## config.mk

```make
export PLATFORM = sky130hd
export DESIGN_NAME = bexkat1_busarb
export DESIGN_NICKNAME = d
export VERILOG_FILES = /design/src/rtl/bexkat1_busarb_pkg.sv /design/src/rtl/bexkat1_busarb.sv
export SDC_FILE = /design/constraint.sdc
export NUM_CORES = 1
export LEC_CHECK = 0
export ABC_AREA = 1
export CORE_AREA = 5 5 107 109
export DETAILED_ROUTE_END_ITERATION = 7
export DIE_AREA = 0 0 112 114
export GPL_ROUTABILITY_DRIVEN = 1
export GPL_TIMING_DRIVEN = 0
export PLACE_DENSITY_LB_ADDON = 0.1
export SLEW_MARGIN = 20
export SYNTH_ARGS = -nofsm -noshare
export SYNTH_HDL_FRONTEND = slang
export SYNTH_SLANG_ARGS = --single-unit
export TNS_END_PERCENT = 30
```

## constraint.sdc

```tcl
create_clock -name clk_i -period 4.9 [get_ports clk_i]
set_input_delay 1.47 -clock clk_i [delete_from_list [all_inputs] [get_ports clk_i]]
set_output_delay 1.47 -clock clk_i [all_outputs]
set_load 0.02 [all_outputs]
```

## src/rtl/bexkat1_busarb_pkg.sv

```systemverilog
// bexkat1_busarb_pkg
// Shared types for the bexkat1 two-master bus arbiter.
//   busarb_state_t  : arbiter FSM state; the encoding doubles as the grant
//                     trace value (00 idle, 01 instruction, 10 data).
//   busarb_master_t : identifies one of the two masters (fetch or data).
//   master_state()  : maps a master to the grant state that serves it.
//   other_master()  : the opposite master, used for round-robin choice.
package bexkat1_busarb_pkg;

    typedef enum logic [1:0] {
        BA_IDLE = 2'b00,
        BA_INS  = 2'b01,
        BA_DAT  = 2'b10
    } busarb_state_t;

    typedef enum logic {
        M_INS = 1'b0,
        M_DAT = 1'b1
    } busarb_master_t;

    function automatic busarb_state_t master_state(input busarb_master_t m);
        busarb_state_t s;
        case (m)
            M_INS:   s = BA_INS;
            M_DAT:   s = BA_DAT;
            default: s = BA_IDLE;
        endcase
        return s;
    endfunction

    function automatic busarb_master_t other_master(input busarb_master_t m);
        busarb_master_t o;
        case (m)
            M_INS:   o = M_DAT;
            M_DAT:   o = M_INS;
            default: o = M_INS;
        endcase
        return o;
    endfunction

endpackage

```

## src/rtl/bexkat1_busarb.sv

```systemverilog
// bexkat1_busarb
// Merges the bexkat1p core's instruction-fetch port and data port onto one
// shared slave bus. Arbitration is round-robin per transfer: whenever the
// slave acks and the other master is waiting, ownership passes to it at the
// next edge with no idle bubble. Bus drive and ack steering are
// combinational from the registered state plus the master inputs.
//
// Ports:
//   clk_i, rst_i              : clock, synchronous active-high reset
//   ins_cyc/we/adr/sel_i      : instruction master request (we is ignored)
//   ins_ack_o, ins_dat_o      : instruction master response
//   dat_cyc/we/adr/sel/dat_i  : data master request
//   dat_ack_o, dat_dat_o      : data master response
//   bus_cyc/we/adr/sel/dat_o  : shared slave bus request
//   bus_ack_i, bus_dat_i      : slave response
//   grant_o                   : current grant (00 idle, 01 ins, 10 dat)
module bexkat1_busarb
    import bexkat1_busarb_pkg::*;
#(
    parameter int AWIDTH = 32,
    parameter int DWIDTH = 32
) (
    input  logic                  clk_i,
    input  logic                  rst_i,
    input  logic                  ins_cyc_i,
    input  logic                  ins_we_i,
    input  logic [AWIDTH-1:0]     ins_adr_i,
    input  logic [DWIDTH/8-1:0]   ins_sel_i,
    output logic                  ins_ack_o,
    output logic [DWIDTH-1:0]     ins_dat_o,
    input  logic                  dat_cyc_i,
    input  logic                  dat_we_i,
    input  logic [AWIDTH-1:0]     dat_adr_i,
    input  logic [DWIDTH/8-1:0]   dat_sel_i,
    input  logic [DWIDTH-1:0]     dat_dat_i,
    output logic                  dat_ack_o,
    output logic [DWIDTH-1:0]     dat_dat_o,
    output logic                  bus_cyc_o,
    output logic                  bus_we_o,
    output logic [AWIDTH-1:0]     bus_adr_o,
    output logic [DWIDTH/8-1:0]   bus_sel_o,
    output logic [DWIDTH-1:0]     bus_dat_o,
    input  logic                  bus_ack_i,
    input  logic [DWIDTH-1:0]     bus_dat_i,
    output logic [1:0]            grant_o
);

    localparam int SWIDTH = DWIDTH / 8;

    busarb_state_t  state_q;
    busarb_state_t  state_d;
    busarb_master_t last_q;
    busarb_master_t last_d;

    // The fetch port never writes; its write enable is deliberately dropped.
    logic unused_ins_we_s;
    assign unused_ins_we_s = ins_we_i;

    // State and last-granted registers; reset abandons any transfer.
    always_ff @(posedge clk_i) begin
        if (rst_i) begin
            state_q <= BA_IDLE;
            last_q  <= M_INS;
        end else begin
            state_q <= state_d;
            last_q  <= last_d;
        end
    end

    // Next-state: idle pick, cyc-drop fallthrough and per-ack handoff.
    always_comb begin
        state_d = state_q;
        last_d  = last_q;
        case (state_q)
            BA_IDLE: begin
                if (ins_cyc_i && dat_cyc_i) begin
                    // Contention from idle goes to whoever was not served last.
                    state_d = master_state(other_master(last_q));
                end else if (ins_cyc_i) begin
                    state_d = BA_INS;
                end else if (dat_cyc_i) begin
                    state_d = BA_DAT;
                end else begin
                    state_d = BA_IDLE;
                end
            end
            BA_INS: begin
                // A cyc drop takes priority over an ack in the same cycle.
                if (!ins_cyc_i) begin
                    state_d = dat_cyc_i ? BA_DAT : BA_IDLE;
                end else if (bus_ack_i && dat_cyc_i) begin
                    state_d = BA_DAT;
                end else begin
                    state_d = BA_INS;
                end
            end
            BA_DAT: begin
                if (!dat_cyc_i) begin
                    state_d = ins_cyc_i ? BA_INS : BA_IDLE;
                end else if (bus_ack_i && ins_cyc_i) begin
                    state_d = BA_INS;
                end else begin
                    state_d = BA_DAT;
                end
            end
            default: begin
                state_d = BA_IDLE;
            end
        endcase

        // Staying in a grant re-records the same master, so updating on any
        // non-idle next state equals updating on entry.
        case (state_d)
            BA_INS:  last_d = M_INS;
            BA_DAT:  last_d = M_DAT;
            default: last_d = last_q;
        endcase
    end

    // Output decode: bus mux, ack steering and grant trace.
    always_comb begin
        bus_cyc_o = 1'b0;
        bus_we_o  = 1'b0;
        bus_adr_o = {AWIDTH{1'b0}};
        bus_sel_o = {SWIDTH{1'b0}};
        bus_dat_o = {DWIDTH{1'b0}};
        ins_ack_o = 1'b0;
        dat_ack_o = 1'b0;
        case (state_q)
            BA_INS: begin
                bus_cyc_o = ins_cyc_i;
                bus_adr_o = ins_adr_i;
                bus_sel_o = ins_sel_i;
                ins_ack_o = bus_ack_i;
            end
            BA_DAT: begin
                bus_cyc_o = dat_cyc_i;
                bus_we_o  = dat_we_i;
                bus_adr_o = dat_adr_i;
                bus_sel_o = dat_sel_i;
                bus_dat_o = dat_dat_i;
                dat_ack_o = bus_ack_i;
            end
            default: begin
                // Idle: bus quiet, and a stray slave ack reaches nobody.
                bus_cyc_o = 1'b0;
            end
        endcase
        // Read data goes to both masters; each qualifies it with its own ack.
        ins_dat_o = bus_dat_i;
        dat_dat_o = bus_dat_i;
        grant_o   = state_q;
    end

endmodule
```

**Yosys cells after proc, flatten, opt, wreduce, memory -nomap -nowiden**

Cells that the tools add are included.

- Muxes and demuxes: 21
- Eq/ne operators: 4
- Magnitude comparators: 0
- Add/sub/neg operators: 0
- Bitwise logic cells: 2
- Divide/modulo/power cells: 0
- Shifts and indexed selects: 0
- Reductions and logical operators: 5
- Multiply operators: 0

Operators by type and width:

| operator | number |
|---|---|
| $pmux 32 s2 | 1 |
| $mux 32 | 1 |
| $mux 2 | 7 |
| $pmux 4 s2 | 1 |
| $mux 1 | 6 |
| $pmux 1 s2 | 3 |
| $pmux 2 s3 | 1 |
| $eq 2x1->1 const B | 2 |
| $eq 2x2->1 const B | 2 |
| $pmux 2 s2 | 1 |
| $logic_and 1x1->1 | 3 |
| $logic_not 2->1 | 1 |
| $not 1->1 | 2 |
| $reduce_bool 2->1 | 1 |

- Input port bits: 143
- Output and inout bits: 138
- ROM bits: 0
- Bits in registers: 3
- Logic and storage cells: 34
- Bits in latches: 0
- Bits in writable memories: 0
- Memories kept: 0

**Logic depth before layout (Yosys ltp)**

Gate-level depths: netlist of run 1.

- Depth in word-level cells: 10
- Gate-level depth with buffers: 11
- Depth with buffers taken out: 10

**Least setup slack after synthesis of run 1**

Ideal clock, no wire load.

- Kind: in2out
- Start: input port ins_adr_i[27]
- End: output port bus_adr_o[27]
- Data arrival time: 1.878 ns
- Setup slack: 1.552 ns
- Data required time: 3.430 ns
- Stages on the path: 2
- Buffers on the path: 0
- Path through: nand2_1 > a21oi_1

- Word-level cells in the longest chain between the ends: 1

Ends and longest elaborated chain:

| element | RTL line | RTL |
|---|---|---|
| start: declaration | bexkat1_busarb.sv:27 | `input logic [AWIDTH-1:0] ins_adr_i,` |
| $pmux 32 s2 | bexkat1_busarb.sv:129 | `case (state_q)` |
| end: declaration | bexkat1_busarb.sv:40 | `output logic [AWIDTH-1:0] bus_adr_o,` |

No other way between the ends.

**Worst setup path after layout of run 1**

- Start: input port ins_cyc_i
- End: output port bus_cyc_o

- Word-level cells in the longest chain between the ends: 1

Ends and longest elaborated chain:

| element | RTL line | RTL |
|---|---|---|
| start: declaration | bexkat1_busarb.sv:25 | `input logic ins_cyc_i,` |
| $pmux 1 s2 | bexkat1_busarb.sv:129 |  |
| end: declaration | bexkat1_busarb.sv:38 | `output logic bus_cyc_o,` |

No other way between the ends.

==> results of run 1 <==
## state kept, by name, summed over array words and instances, names as in the netlist
name and cells:
last_q 1, grant_o 2
## worst max-delay path by stage
stage / startpoint / to / slack [ns] / cells past startpoint
6_report: ins_cyc_i / bus_cyc_o / 0.57 / 4
5_1_grt: dat_cyc_i / bus_cyc_o / 0.50 / 4
4_1_cts: ins_cyc_i / bus_cyc_o / 0.55 / 4
3_5_place_dp: ins_cyc_i / bus_cyc_o / 0.55 / 4
3_3_place_gp: ins_adr_i[11] / bus_adr_o[11] / 0.58 / 4
2_1_floorplan: ins_adr_i[27] / bus_adr_o[27] / 1.55 / 2
## synth_stat cells, drive strengths merged
cell type    n
nand2      120
buf         79
inv         43
a21oi       37
ha           6
nor2         5
dfxtp        3
nand3        3
mux2i        1
o21ai        1
## final cells by class
type / count / share of cell area [%]
clock buffers: 4 / 1.06
well taps: 140 / 4.13
multi-input cells: 173 / 17.9
flip-flops and latches: 3 / 1.42
repair buffers: 247 / 58.3
inverters: 43 / 3.81
plain buffers: 79 / 13.3
## power by group through the flow
stage | combinational, mW | clock [mW] | sequential, mW
5_1_grt | 0.438 | 0.0770 | 0.0303
3_3_place_gp | 0.411 | 0 | 0.0300
4_1_cts | 0.414 | 0.0730 | 0.0299
2_1_floorplan | 0.189 | 0 | 0.0306
6_report | 0.407 | 0.0705 | 0.0298
3_5_place_dp | 0.413 | 0 | 0.0302
## per-stage QoR
stage | cells | hold slack [ns]
finish | 689 | 0.560
global route | 689 | 0.599
CTS | 689 | 0.559
detailed placement | 685 | 0.552
global placement | 685 | 0.524
floorplan | 298 | 0.486
## worst reg2reg max path: stages, from the launching register on
cell	delay (ns)
dfxtp_1	0.42
inv_1	0.09
ha_1	0.23
buf_4	0.19
nand2_1	0.07
nand3_1	0.08
nand2_1	0.08
inv_1	0.05
ha_1	0.28
mux2i_1	0.18
nor2_1	0.05
## layer usage
| layer | share of wire (%) | wire length, um | global-route usage (%) |
|---|---|---|---|
| met5 | 0 | 0 | 0 |
| met4 | 0.26 | 22 | 1.20 |
| met3 | 13 | 1120 | 5.68 |
| met2 | 52 | 4450 | 24.0 |
| met1 | 34 | 2940 | 11.7 |
## cell families after synthesis
group | count (synthesis)
buffers and inverters | 122
multiplexers | 1
adder cells (fa/ha/maj) | 6
flip-flops | 3
AND/OR/NAND/NOR | 128
AO/OA/AOI/OAI | 38
==> results.py, run 1 <==
metrics = {
    "status": {
        "status": "finished clean",
    },
    "timing": {
        "grt_setup_unrepaired": "no",
        "final.setup_skew_ns": 0.00333,
        "finalHoldViolCount": 0,
        "worst_slack_ns": 0.571,
        "slew-limit-headroom_pct": 70.2,
        "fmax_ghz": 0.231,
        "period_share_pct": 88.4,
        "finalMaxSlewViolations": 0,
        "period_needed_ns": 4.33,
        "tightest_slew_ns": 0.447,
        "final-setup-viol-count": 0,
        "fin_tns_setup_ns": 0,
    },
    "logic_synthesis": {
        "synthAdderAreaFrac_pct": 4.85,
        "synth_fp_nets": 447,
        "yosys-top-cells-area": "buf_4 (33%), nand2_1 (29%), a21oi_1 (12%)",
        "synth_top_family_by_area": "buffers and inverters",
        "synth-compound-area-share_pct": 12.3,
        "synth_top_area_share_pct": 33.5,
        "synth_top_area_cell": "buf_4",
        "yosysSeqAreaShare_pct": 3.88,
        "synth_xor_area_share_pct": 0,
        "synthMuxAreaShare_pct": 0.647,
        "netlist_area_sq_um": 1550,
        "synth_seq_cells": 3,
        "ys_warn_count": 0,
        "synthSimpleGateAreaFrac_pct": 31.3,
        "synth_cells": 298,
        "syn_area_per_cell_sq_um": 5.19,
        "synthDistinctLibCells": 13,
    },
    "place": {
        "dp_hpwl_um": 7680,
        "place.gp.congestion": 0.762,
        "placed_area_sq_um": 4190,
        "io_buffers": 247,
        "pre_cts_ws_ns": 0.552,
    },
    "clock_tree": {
        "cts_hold_buf": 0,
        "cts_buffer_depth": 2,
        "htree_levels": 1,
        "numCtsBuffers": 3,
        "numClockSinks": 3,
        "cts_root_buffer": "clkbuf_8",
        "cts_setup_buffers": 0,
        "cts_resized": 0,
        "clk_pin_slew_ns": 0.03,
        "cts_tree": "yes",
        "insertion_delay_ns": 0.21,
    },
    "global_routing": {
        "gr-total-overflow": 0,
        "grt_pass1_wl_um": 12700,
        "grt_util_all_layers_pct": 12.1,
        "grt_pass1_vias": 2525,
        "grt_max_degree": 11,
        "antenna_found_initial": 0,
    },
    "worst_setup_path": {
        "cp_num_buf_inv": 2,
        "cp.required_ns": 3.43,
        "crit_path_max_incr_delay_ns": 0.64,
        "cp_max_fo": 5,
        "rrSetupSlack_ns": 3.05,
        "slowest_stage": "clkdlybuf4s50_1",
        "reg2reg_to": "last_q",
        "crit_path_end_kind": "output pin",
        "reg2reg_depth": 10,
        "crit_path_frequent_cell": "clkdlybuf4s50_1",
        "cpLargestDelayFamily": "buffers and inverters",
        "cp-start-kind": "input port",
        "worstReg2RegStart": "grant_o[1]",
        "path_class": "in2out",
        "worstPathCellList": "clkdlybuf4s50_1 > nand2_1 > a21oi_1 > clkdlybuf4s50_1",
        "arrival_ns": 2.86,
    },
    "final_layout": {
        "seqCellArea_sq_um": 60.1,
        "final_util_pct": 40.3,
        "final_cell_area_sq_um": 4240,
        "layout.nets": 699,
        "area_growth_pct": 174,
        "antenna_cells": 0,
        "multi_input_area_sq_um": 759,
        "final_cell_mix": "clkdlybuf4s50_1 (247), nand2_1 (120), buf_4 (69)",
        "fillers": 1129,
        "final_common_cell": "clkdlybuf4s50_1",
        "layout-drive-gt1-share_pct": 14.8,
    },
    "routing": {
        "drc_errors": 0,
        "firstDrtPassIters": 4,
        "wl_per_cell_um": 12.4,
        "ant_nets": 0,
        "viasPerCell": 3.62,
        "drt_iter0_drc": 57,
        "vias": 2495,
        "finalWirelength_um": 8530,
    },
    "pwr": {
        "p_leak_nw": 1.94,
        "clkPwrFrac_pct": 13.9,
        "switchingPower_uw": 197,
        "vdd_drop_max_mv": 0.0800,
        "p_comb_share_pct": 80.2,
        "switching_share_pct": 38.7,
        "p_int_uw": 311,
        "powerDensity_nw_per_um2": 120,
        "pwr-share-seq_pct": 5.9,
        "totalPowerFinal_uw": 507,
    },
    "floorplanning": {
        "die_x_um": 112,
        "dieHeight_um": 114,
        "die_area_sq_um": 12800,
        "pin_count": 281,
        "rows": 38,
        "initial_core_util_pct": 14.7,
        "coreArea_sq_um": 10500,
    },
    "min_path": {
        "min-delay-start": "last_q",
        "hold_path_depth": 2,
        "whs_endpoint": "last_q",
        "worstHoldPathType": "reg2reg",
    },
    "flow_run": {
        "max_cap_viol_count": 0,
    },
}
No activity file was read; power rests on OpenSTA's default activity.
==> run 2, diff against run 1 <==
Settings changed: HOLD_SLACK_MARGIN set to 0.12.
==> results of run 2 <==
The final DEF is identical to that of run 1; final timing and power are the same.
==> run 3, diff against run 2 <==
Settings changed: MAX_ROUTING_LAYER set to met4.
==> results.py, run 3 (synthesized netlist as in run 1, its figures left out) <==
metrics = {
    "status": {
        "status": "finished clean",
    },
    "global_routing": {
        "grt_util_all_layers_pct": 12.4,
        "antenna_found_initial": 0,
        "grt_pass1_vias": 2542,
        "gr-total-overflow": 0,
        "grt_max_degree": 11,
        "grt_pass1_wl_um": 12600,
    },
    "final_layout": {
        "final_cell_mix": "clkdlybuf4s50_1 (247), nand2_1 (120), buf_4 (69)",
        "final_common_cell": "clkdlybuf4s50_1",
        "antenna_cells": 0,
        "largest_register_ffs": 2,
        "layout-drive-gt1-share_pct": 14.8,
        "layout.nets": 699,
        "fillers": 1129,
        "multi_input_area_sq_um": 759,
        "seqCellArea_sq_um": 60.1,
        "area_growth_pct": 174,
    },
    "timing": {
        "grt_setup_unrepaired": "no",
        "final.setup_skew_ns": 0.00335,
        "fmax_ghz": 0.231,
        "fin_tns_setup_ns": 0,
        "period_needed_ns": 4.33,
        "slew-limit-headroom_pct": 70.0,
        "finalMaxSlewViolations": 0,
        "final-setup-viol-count": 0,
        "worst_slack_ns": 0.567,
        "finalHoldViolCount": 0,
        "period_share_pct": 88.4,
        "tightest_slew_ns": 0.449,
    },
    "floorplanning": {
        "pin_count": 281,
        "rows": 38,
        "coreArea_sq_um": 10500,
        "dieHeight_um": 114,
        "initial_core_util_pct": 14.7,
        "die_x_um": 112,
        "die_area_sq_um": 12800,
    },
    "routing": {
        "firstDrtPassIters": 4,
        "drc_errors": 0,
        "ant_nets": 0,
        "finalWirelength_um": 8540,
        "drt_iter0_drc": 70,
        "viasPerCell": 3.65,
        "vias": 2515,
        "wl_per_cell_um": 12.4,
    },
    "pwr": {
        "p_comb_share_pct": 80.2,
        "p_int_uw": 311,
        "vdd_drop_max_mv": 0.0800,
        "pwr-share-seq_pct": 5.9,
        "clkPwrFrac_pct": 13.9,
        "powerDensity_nw_per_um2": 120,
        "switching_share_pct": 38.8,
        "switchingPower_uw": 197,
        "p_leak_nw": 1.94,
    },
    "clock_tree": {
        "clk_pin_slew_ns": 0.03,
        "cts_tree": "yes",
        "insertion_delay_ns": 0.21,
        "cts_setup_buffers": 0,
        "numClockSinks": 3,
        "htree_levels": 1,
        "numCtsBuffers": 3,
        "cts_buffer_depth": 2,
        "cts_hold_buf": 0,
        "cts_resized": 0,
        "cts_root_buffer": "clkbuf_8",
    },
    "place": {
        "io_buffers": 247,
        "dp_hpwl_um": 7680,
        "place.gp.congestion": 0.772,
        "pre_cts_ws_ns": 0.552,
    },
    "flow_run": {
        "max_cap_viol_count": 0,
    },
    "worst_setup_path": {
        "cp_max_fo": 5,
        "cp-start-kind": "input port",
        "crit_path_end_kind": "output pin",
        "arrival_ns": 2.86,
        "cp.required_ns": 3.43,
        "path_class": "in2out",
    },
    "min_path": {
        "worstHoldPathType": "reg2reg",
    },
}
==> run 3: final timing paths <==
path / startpoint / endpoint / slack, ns / cells past startpoint
worst max-delay path: ins_cyc_i / bus_cyc_o / 0.57 / 4
worst min-delay path: last_q / last_q / 0.56 / 2
worst max register to register: grant_o[1] / last_q / 3.06 / 10
worst min register to register: last_q / last_q / 0.56 / 2
==> run 3: stage by stage <==
stage / std cells / util, % / total power [mW] / hold slack [ns] / cell area (sq um)
2_1_floorplan: 298 / - / 0.219 / 0.486 / 1550
3_3_place_gp: 685 / 39.9 / 0.441 / 0.524 / 4190
3_5_place_dp: 685 / 39.9 / 0.443 / 0.552 / 4190
4_1_cts: 689 / 40.3 / 0.517 / 0.559 / 4240
5_1_grt: 689 / 40.3 / 0.545 / 0.599 / 4240
6_report: 689 / 40.3 / 0.508 / 0.560 / 4240
==> run 3: area by class of cell <==
type	instances	share of cell area (%)
timing repair buffer	247	58.3
buffer	79	13.3
sequential	3	1.42
inverter	43	3.81
clock buffer	4	1.06
multi-input combinational	173	17.9
tap	140	4.13
==> run 3: power by group through the flow <==
| stage | combinational (mW) | clock, mW | sequential [mW] |
|---|---|---|---|
| after detailed placement | 0.413 | 0 | 0.0302 |
| after global placement | 0.411 | 0 | 0.0300 |
| final | 0.407 | 0.0705 | 0.0298 |
| after CTS | 0.414 | 0.0730 | 0.0299 |
| after global routing | 0.437 | 0.0770 | 0.0303 |
| after floorplan | 0.189 | 0 | 0.0306 |
==> run 3: worst max-delay path: stages <==
cell and delay [ns]:
clkdlybuf4s50_1 0.55, nand2_1 0.07, a21oi_1 0.12, clkdlybuf4s50_1 0.65
==> run 3: metal layers <==
| layer | part of all wire [%] | vias to the layer above | global-route usage, % | wire [um] |
|---|---|---|---|---|
| met5 | 0 | - | - | 0 |
| met4 | 0.26 | 0 | 1.20 | 22 |
| met3 | 10 | 2 | 3.50 | 853 |
| met2 | 52 | 169 | 24.1 | 4480 |
| met1 | 37 | 1025 | 13.0 | 3180 |
| li1 | - | 1319 | - | - |
